## config.mk

```make
export PLATFORM = sky130hd
export DESIGN_NAME = led_chaser_flat
export DESIGN_NICKNAME = d
export VERILOG_FILES = /design/src/rtl/led_chaser_if.sv /design/src/rtl/led_chaser.sv /design/src/flat_wrapper.sv
export SDC_FILE = /design/constraint.sdc
export NUM_CORES = 1
export LEC_CHECK = 0
export ABC_CLOCK_PERIOD_IN_PS = 4300
export CORE_MARGIN = 1
export CORE_UTILIZATION = 37
export CTS_CLUSTER_SIZE = 24
export DETAILED_ROUTE_END_ITERATION = 6
export SETUP_SLACK_MARGIN = 0.02
export SYNTH_ARGS = -nofsm -noshare
export SYNTH_HDL_FRONTEND = slang
export SYNTH_SLANG_ARGS = --single-unit
```

## constraint.sdc

```tcl
create_clock -name clk_in -period 4.3 [get_ports clk_in]
set_input_delay 0.86 -clock clk_in [delete_from_list [all_inputs] [get_ports clk_in]]
set_output_delay 0.86 -clock clk_in [all_outputs]
set_load 0.005 [all_outputs]
```

## src/rtl/led_chaser_if.sv

```systemverilog
// led_chaser_if: control inputs and chaser outputs of led_chaser.
// The master drives tick/start/stop/dir; the slave (led_chaser) drives the pattern outputs.
interface led_chaser_if #(
  parameter int STEPS = 8
);
  logic             tick_in;
  logic             start;
  logic             stop;
  logic             dir;
  logic [STEPS-1:0] led;
  logic [3:0]       step;
  logic             running;
  logic             wrap;

  modport master (
    output tick_in, start, stop, dir,
    input  led, step, running, wrap
  );

  modport slave (
    input  tick_in, start, stop, dir,
    output led, step, running, wrap
  );
endinterface

```

## src/rtl/led_chaser.sv

```systemverilog
// led_chaser: one-hot LED chaser with IDLE/RUN/PAUSE control, stepped by rising edges of tick_in.
// Define LED_CHASER_TICK_SYNC_EN to pass tick_in through a 2-flop synchronizer before edge detection.
module led_chaser #(
  parameter int STEPS = 8
) (
  input logic         clk_in,
  input logic         rst_n,
  led_chaser_if.slave bus
);

  typedef enum logic [1:0] {
    ST_IDLE  = 2'd0,
    ST_RUN   = 2'd1,
    ST_PAUSE = 2'd2
  } state_e;

  localparam logic [3:0] LAST_STEP = 4'(STEPS - 1);

  // One-hot pattern for a position index; a loop avoids indexing with an over-wide index.
  function automatic logic [STEPS-1:0] onehot(input logic [3:0] idx);
    logic [STEPS-1:0] r;
    r = '0;
    for (int i = 0; i < STEPS; i++) begin
      r[i] = (idx == 4'(i));
    end
    return r;
  endfunction

  logic             tick_lvl_s;
  logic             tick_evt_s;
  logic             tick_prev_d, tick_prev_q;
  state_e           state_d, state_q;
  logic [3:0]       step_d, step_q;
  logic [STEPS-1:0] led_d, led_q;
  logic             running_d, running_q;
  logic             wrap_d, wrap_q;

`ifdef LED_CHASER_TICK_SYNC_EN
  logic sync1_d, sync1_q;
  logic sync2_d, sync2_q;

  // Synchronizer next-state values.
  always_comb begin
    sync1_d = bus.tick_in;
    sync2_d = sync1_q;
  end

  // Two-flop synchronizer on the tick input.
  always_ff @(posedge clk_in or negedge rst_n) begin
    if (!rst_n) begin
      sync1_q <= 1'b0;
      sync2_q <= 1'b0;
    end else begin
      sync1_q <= sync1_d;
      sync2_q <= sync2_d;
    end
  end

  assign tick_lvl_s = sync2_q;
`else
  assign tick_lvl_s = bus.tick_in;
`endif

  // Edge detector keeps tracking the tick level in every state.
  always_comb begin
    tick_prev_d = tick_lvl_s;
    tick_evt_s  = tick_lvl_s & ~tick_prev_q;
  end

  // Previous tick level flop.
  always_ff @(posedge clk_in or negedge rst_n) begin
    if (!rst_n) begin
      tick_prev_q <= 1'b0;
    end else begin
      tick_prev_q <= tick_prev_d;
    end
  end

  // FSM state register.
  always_ff @(posedge clk_in or negedge rst_n) begin
    if (!rst_n) begin
      state_q <= ST_IDLE;
    end else begin
      state_q <= state_d;
    end
  end

  // Next-state logic: stop has priority over start.
  always_comb begin
    state_d = state_q;
    case (state_q)
      ST_IDLE: begin
        if (bus.start && !bus.stop) begin
          state_d = ST_RUN;
        end else begin
          state_d = ST_IDLE;
        end
      end
      ST_RUN: begin
        if (bus.stop) begin
          state_d = ST_PAUSE;
        end else begin
          state_d = ST_RUN;
        end
      end
      ST_PAUSE: begin
        if (bus.stop) begin
          state_d = ST_IDLE;
        end else if (bus.start) begin
          state_d = ST_RUN;
        end else begin
          state_d = ST_PAUSE;
        end
      end
      default: begin
        state_d = ST_IDLE;
      end
    endcase
  end

  // Output logic: a tick only advances while staying in RUN, so transitions never step.
  always_comb begin
    step_d = step_q;
    wrap_d = 1'b0;
    case (state_q)
      ST_IDLE: begin
        step_d = 4'd0;
      end
      ST_RUN: begin
        if (!bus.stop && tick_evt_s) begin
          if (!bus.dir) begin
            if (step_q >= LAST_STEP) begin
              step_d = 4'd0;
              wrap_d = 1'b1;
            end else begin
              step_d = step_q + 4'd1;
            end
          end else begin
            if (step_q == 4'd0) begin
              step_d = LAST_STEP;
              wrap_d = 1'b1;
            end else begin
              step_d = step_q - 4'd1;
            end
          end
        end else begin
          step_d = step_q;
        end
      end
      ST_PAUSE: begin
        if (bus.stop) begin
          step_d = 4'd0;
        end else begin
          step_d = step_q;
        end
      end
      default: begin
        step_d = 4'd0;
      end
    endcase

    if (state_d == ST_IDLE) begin
      led_d = '0;
    end else begin
      led_d = onehot(step_d);
    end
    running_d = (state_d == ST_RUN);
  end

  // Registered outputs.
  always_ff @(posedge clk_in or negedge rst_n) begin
    if (!rst_n) begin
      step_q    <= 4'd0;
      led_q     <= '0;
      running_q <= 1'b0;
      wrap_q    <= 1'b0;
    end else begin
      step_q    <= step_d;
      led_q     <= led_d;
      running_q <= running_d;
      wrap_q    <= wrap_d;
    end
  end

  assign bus.step    = step_q;
  assign bus.led     = led_q;
  assign bus.running = running_q;
  assign bus.wrap    = wrap_q;

endmodule

```

## src/flat_wrapper.sv

```systemverilog
// flat-port wrapper written by rule: the top's interface ports become plain ports
module led_chaser_flat 
#(
  parameter int STEPS = 8
)
  (clk_in, rst_n, bus_tick_in, bus_start, bus_stop, bus_dir, bus_led, bus_step, bus_running, bus_wrap);
  led_chaser_if #(.STEPS(STEPS)) bus_i ();
  input logic clk_in;
  input logic rst_n;
  input wire logic [$bits(bus_i.tick_in)-1:0] bus_tick_in;
  input wire logic [$bits(bus_i.start)-1:0] bus_start;
  input wire logic [$bits(bus_i.stop)-1:0] bus_stop;
  input wire logic [$bits(bus_i.dir)-1:0] bus_dir;
  output wire logic [$bits(bus_i.led)-1:0] bus_led;
  output wire logic [$bits(bus_i.step)-1:0] bus_step;
  output wire logic [$bits(bus_i.running)-1:0] bus_running;
  output wire logic [$bits(bus_i.wrap)-1:0] bus_wrap;
  assign bus_i.tick_in = bus_tick_in;
  assign bus_i.start = bus_start;
  assign bus_i.stop = bus_stop;
  assign bus_i.dir = bus_dir;
  assign bus_led = bus_i.led;
  assign bus_step = bus_i.step;
  assign bus_running = bus_i.running;
  assign bus_wrap = bus_i.wrap;
  led_chaser #(.STEPS(STEPS)) u_core (.clk_in(clk_in), .rst_n(rst_n), .bus(bus_i));
endmodule
```

==> run metrics, run 1 <==
P_leak=about 0.53 nW; final hold violation count=0; fmax=~390 MHz; HPWL Detailed=1290 um; CTS Buffer Depth=2; total power=about 0.32 mW; DRC Markers=0; first-pass GRT wire length=~3000 um; top cells by area, synth=dfrtp_1, ha_1, nor4_1, inv_1, nor2b_1; post-CTS setup buffer count=0; CP arrival=2.78 ns; largest net degree at the start of global routing=18; Synth Net Count=between 100 and 150; CTS tree=done; Layout Cells excl Fill=139; number of cell rows=17; Setup CP Type=primary input to flip-flop; core area=2300 um^2; Port Buffers=19; Area Growth Syn to Fin=26.4%; # clock sinks=17; CP max-delay cell=clkdlybuf4s50_1; drt pass-1 iters=4; Worst VDD drop=~0.12 mV; grt ovf=0; Finish-stage setup viols=0; initial antenna violation count=0; met2 Use GR=22.2%; Initial Utilization=about 40%; RSZ-0062 raised after global routing=no; Worst path max stage delay=~0.6 ns; DRT iter0 DRCs=19; M1 GR Usage=a little over a fifth; Design Area, Final=between 1000 and 1500 um^2; Clock Pin Slew Worst Setup and Hold Paths=roughly 0.10 ns; Post-synth EDFFs=0; register bit count reported by yosys=17; Routed WL=1780 um; Via density=between 5 and 6; vias in the first global route=roughly 640; outcome=completed; GRT Total Usage=between 10% and 20%; WP data required=4.52 ns; Tmin final=around 2.6 ns; fin worst setup slack=roughly 1.7 ns; Clock Tree Root=clkbuf_4; Power Dens Cells=~280 nW/um^2; post-placement cell count=about 140; CP endpoint kind=flip-flop; busiest grt layer=met2; Gate Count Post-Synth=90; Hold WC Path Type=flip-flop to flip-flop; total of cells resized after clock tree synthesis=0; layout net count=~120; sequential element share of the synthesized area=a little under half; ys async rst share=100%; Chip Width=about 52 um; CTS hold repair buffers=0; share of cells above drive strength 1=10.8%; area of the multi-input gates=roughly 470 um^2; top-area cell type share of the netlist area=roughly 46%; Final Util=roughly half; synth warn=0; Synth cell types=36; die footprint=2710 um^2; # fillers=227; Worst Setup Start Kind=primary input; Hold WS=about 0.68 ns; Worst Tran Pin Value=~0.74 ns; met3 Use GR=about 2.6%; clock skew=0.00396 ns; register area=425 um^2; Die H=52.1 um; via total after detailed routing=approximately 740; Mapped Area=slightly above 900 um^2; H-tree levels=1; # diodes=0; Max-Cap Viols=0; Boundary Pins=20; CP Cell Sequence=clkdlybuf4s50_1 > nor2_1 > a22o_1 > a221o_1 > or4b_1 > o22ai_2; DP Area=roughly 1100 um^2; Rel. slew slack=roughly half; TNS Setup=0 ns; clk_lat worst skew=0.29 ns; Main synth FF type=dfrtp_1; Placer Congestion=0.775; WL per Instance=about 13 um; Crit Path Max Fanout=9; worst slack at placement=between 1 and 1.5 ns; most area-hungry cell type in the Yosys netlist=dfrtp_1; period utilization=between 50% and 60%; average size of a mapped cell=between 10 and 15 um^2; Routed Antenna Nets=0; final-report max-slew violation count=0; CTS buffer count=3
[worst paths after layout]
kind	cells after the start	startpoint	slack, ns	to
setup / recovery	6	bus_dir	1.74	u_core.bus.led[0]
hold / removal	2	u_core.tick_prev_q	0.68	u_core.bus.wrap
setup reg to reg	6	u_core.bus.step[0]	2.12	u_core.bus.led[0]
hold reg to reg	2	u_core.tick_prev_q	0.68	u_core.bus.wrap
max in group asynchronous	1	rst_n	2.83	u_core.bus.led[4]
min in group asynchronous	1	rst_n	1.00	u_core.bus.running
[registers in the layout, indices dropped and copies added, names as in the netlist]
name and cells:
u_core.tick_prev_q 1, u_core.bus.step 4, u_core.state_q 2, u_core.bus.wrap 1, u_core.bus.running 1, u_core.bus.led 8
[layout make-up]
cell class                      instances  area share, %
Clock inverter                          1          0.426
Multi-Input combinational cell         64           40.0
Timing Repair Buffer                   19           16.2
Tap cell                               28           2.99
Clock buffer                            3           1.92
Inverter                                7           2.24
Sequential cell                        17           36.2
[per-layer routing]
layer | part of all wire (%) | wire [um]
met1 | 52 | 922
met2 | 43 | 771
met3 | 2.4 | 42
met4 | 2.3 | 40
met5 | 0 | 0
[cells by family (layout without fill, tap and decap cells)]
| kind of cell | Yosys count | in the layout | synth area share [%] |
|---|---|---|---|
| AND/OR/NAND/NOR | 37 | 37 | 25.6 |
| AO/OA/AOI/OAI | 21 | 21 | 16.8 |
| flip-flops | 17 | 17 | 45.8 |
| adder cells (fa/ha/maj) | 6 | 6 | 8.09 |
| buffers and inverters | 9 | 30 | 3.64 |
[placed cells by master (no fill, tap or decap), types with 2 or more instances in the layout]
master / instances
dfrtp_1: 17
ha_1: 6
o21ai_0: 3
nor4_1: 5
clkdlybuf4s50_1: 19
nor2_1: 6
a31oi_1: 2
nand2b_1: 2
clkbuf_4: 3
inv_1: 7
nor3_1: 4
nor2b_1: 4
nand2_1: 5
a21oi_1: 4
[synth_stat cells, types with 2 or more instances]
library cell	number
nor2_1	6
o21ai_0	3
a21oi_1	4
a31oi_1	2
nand2_1	5
nor2b_1	4
nor4_1	5
nand2b_1	2
inv_1	7
clkbuf_1	2
nor3_1	4
ha_1	6
dfrtp_1	17
[where the power goes]
part	leakage, nW	total [mW]	internal [mW]	switching (mW)
clock	0.0177	0.0845	0.0346	0.0499
sequential	0.230	0.171	0.167	0.00421
combinational	0.278	0.0669	0.0313	0.0355
[worst max-delay path, delay by kind of cell]
kind | cells | cell delay [ns]
buffers and inverters | 1 | 0.61
AO/OA/AOI/OAI | 3 | 0.67
AND/OR/NAND/NOR | 2 | 0.63
Power figures use the tool's default switching activity.
==> run 2: changes to the inputs <==
ABC_CLOCK_PERIOD_IN_PS = 2290   (was 4300)
clock period = 2.29 ns   (was 4.3 ns; I/O delays follow)
==> run metrics, run 2 (synthesis gave the netlist of run 1 again) <==
share of power burned in combinational logic=24.1% (+3.4 points); Chip Width=52.1 um (unchanged); Placer Congestion=0.758 (-2.2%); CP endpoint kind=flip-flop; Power Dens Cells=501 nW/um^2 (+82%); Setup CP Type=primary input to flip-flop; crit path from=bus_stop; TNS Setup=0 ns (unchanged); worst r2r path cells=8 (+2); CTS hold repair buffers=0 (unchanged); Via density=5.34 (+0.17%); DRT iter0 DRCs=10 (-9); # diodes=0 (unchanged); Port Buffers=19 (unchanged); RSZ-0062 raised after global routing=no; Rel. slew slack=77.1% (+27 points); clock skew=0.00494 ns (+0.000986 ns); Crit Path Max Fanout=4 (-5); largest net degree at the start of global routing=18 (unchanged); Worst Setup Start Kind=primary input; P_leak=0.580 nW (+10%); Tmin final=a little over 2 ns; core area=2300 um^2 (unchanged); Routed WL=2020 um (+14%); # clock sinks=17 (unchanged); Finish-stage setup viols=0 (unchanged); area of the multi-input gates=475 um^2 (+1.3%); reg-to-reg startpoint=u_core.state_q[1]; Hold WC Path Type=primary input to async pin; HPWL Detailed=1550 um (+20%); P_int=0.457 mW (+96%); period utilization=87.9%; Largest delay share family, worst path=simple AND/OR/NAND/NOR gates; Worst R2R Setup Slack=0.28 ns (-1.84 ns); number of cell rows=17 (unchanged); Area Growth Syn to Fin=36.0%; Largest register FFs=8 (unchanged); fmax=a little under 500 MHz; fin worst setup slack=0.277 ns (-1.46 ns); post-CTS setup buffer count=0 (unchanged); Worst VDD drop=0.263 mV (+130%); CP Cell Sequence=clkdlybuf4s50_1 > nand4bb_2 > buf_4 > a31oi_1 > a21o_2 > nand2_1 > nor4b_2; share of cells above drive strength 1=19.7% (+8.9 points); GRT Total Usage=18.5% (+3.0 points); Max-Cap Viols=0 (unchanged); Worst path max stage delay=0.48 ns (-0.13 ns); vias in the first global route=831 (+31%); Boundary Pins=20 (unchanged); clk_lat worst skew=0.29 ns (about the same); CTS Buffer Depth=2 (unchanged); Clock Tree Root=clkbuf_4; via total after detailed routing=801 (+8.1%); cell count along the critical path=7 (+1); die footprint=2710 um^2 (unchanged); Die H=52.1 um (unchanged); # fillers=235 (+3.5%); final-report max-slew violation count=0 (unchanged); total of cells resized after clock tree synthesis=0 (unchanged); layout net count=135 (+8.9%); CTS tree=done; CP max-delay cell=clkdlybuf4s50_1; reg2reg end=u_core.bus.led[5]; initial antenna violation count=0 (unchanged); CP arrival=2.22 ns (-0.56 ns); first-pass GRT wire length=3680 um (+22%); Final Util=55.0% (+3.9 points); Clk pwr share=25.2% (-1.0 points); Routed Antenna Nets=0 (unchanged); Buf/Inv on CP=2 (+1); WP data required=2.49 ns (-2.03 ns); WL per Instance=13.5 um (+5.3%); most frequent cells in the layout=clkdlybuf4s50_1, dfrtp_1, buf_4; worst slack at placement=0.00709 ns (-1.43 ns); CP Capture Point=u_core.bus.led[5]; total net switching power=0.176 mW (+97%); Hold WS=0.484 ns (-0.195 ns); final hold violation count=0 (unchanged); most common cell after layout, fill and taps aside=clkdlybuf4s50_1; Clock Pin Slew Worst Setup and Hold Paths=0.10 ns (about the same); H-tree levels=1 (unchanged); switching fraction of total power=27.9% (+0.066 points); Seq pwr share=50.8% (-2.3 points); Initial Utilization=40.4% (unchanged); DRC Markers=0 (unchanged); register area=425 um^2 (unchanged); grt ovf=0 (unchanged); drt pass-1 iters=3 (-1); Worst Tran Pin Value=0.344 ns (-0.399 ns); outcome=completed; CTS buffer count=3 (unchanged)
[run 2: changes by cell type in the layout (fill, tap and decap cells not counted), sizes merged]
cell	before	now
buf	0	11
[run 2: cell type report]
class | instances | area share [%]
clock inverter | 1 | 0.396
clock buffer | 3 | 1.78
timing repair buffer | 30 | 21.6
sequential | 17 | 33.7
inverter | 7 | 2.08
multi-input combinational | 64 | 37.7
tap | 28 | 2.78
[run 2: metrics by stage]
stage               instance area (um^2)  power (mW)  std cells
floorplan                            928       0.402         90
global placement                    1230       0.476        146
detailed placement                  1230       0.480        146
CTS                                 1260       0.641        150
global route                        1260       0.671        150
finish                              1260       0.633        150
[run 2: how the worst min path moves through the flow]
stage,startpoint,end,slack [ns],cells past startpoint
after floorplan,rst_n,u_core.bus.led[0],0.16,0
after global placement,u_core.tick_prev_q,u_core.bus.wrap,0.62,2
after detailed placement,u_core.tick_prev_q,u_core.bus.wrap,0.63,2
after CTS,rst_n,u_core.bus.led[7],0.49,2
after global routing,rst_n,u_core.state_q[0],0.49,2
final,rst_n,u_core.bus.step[3],0.48,2
[run 2: power groups by stage]
stage | combinational [mW] | clock (mW) | sequential, mW
detailed placement | 0.152 | 0 | 0.328
floorplan | 0.0751 | 0 | 0.327
CTS | 0.153 | 0.167 | 0.322
global placement | 0.149 | 0 | 0.327
global route | 0.168 | 0.180 | 0.323
finish | 0.152 | 0.159 | 0.321
[run 2: metal layers]
metal	vias up	wire, um	part of all wire, %	GRT usage (%)
met1	388	939	47	22.8
met2	15	992	49	31.0
met4	0	42	2.1	9.46
met5	-	0	0	0
li1	394	-	-	-
met3	4	44	2.2	2.63
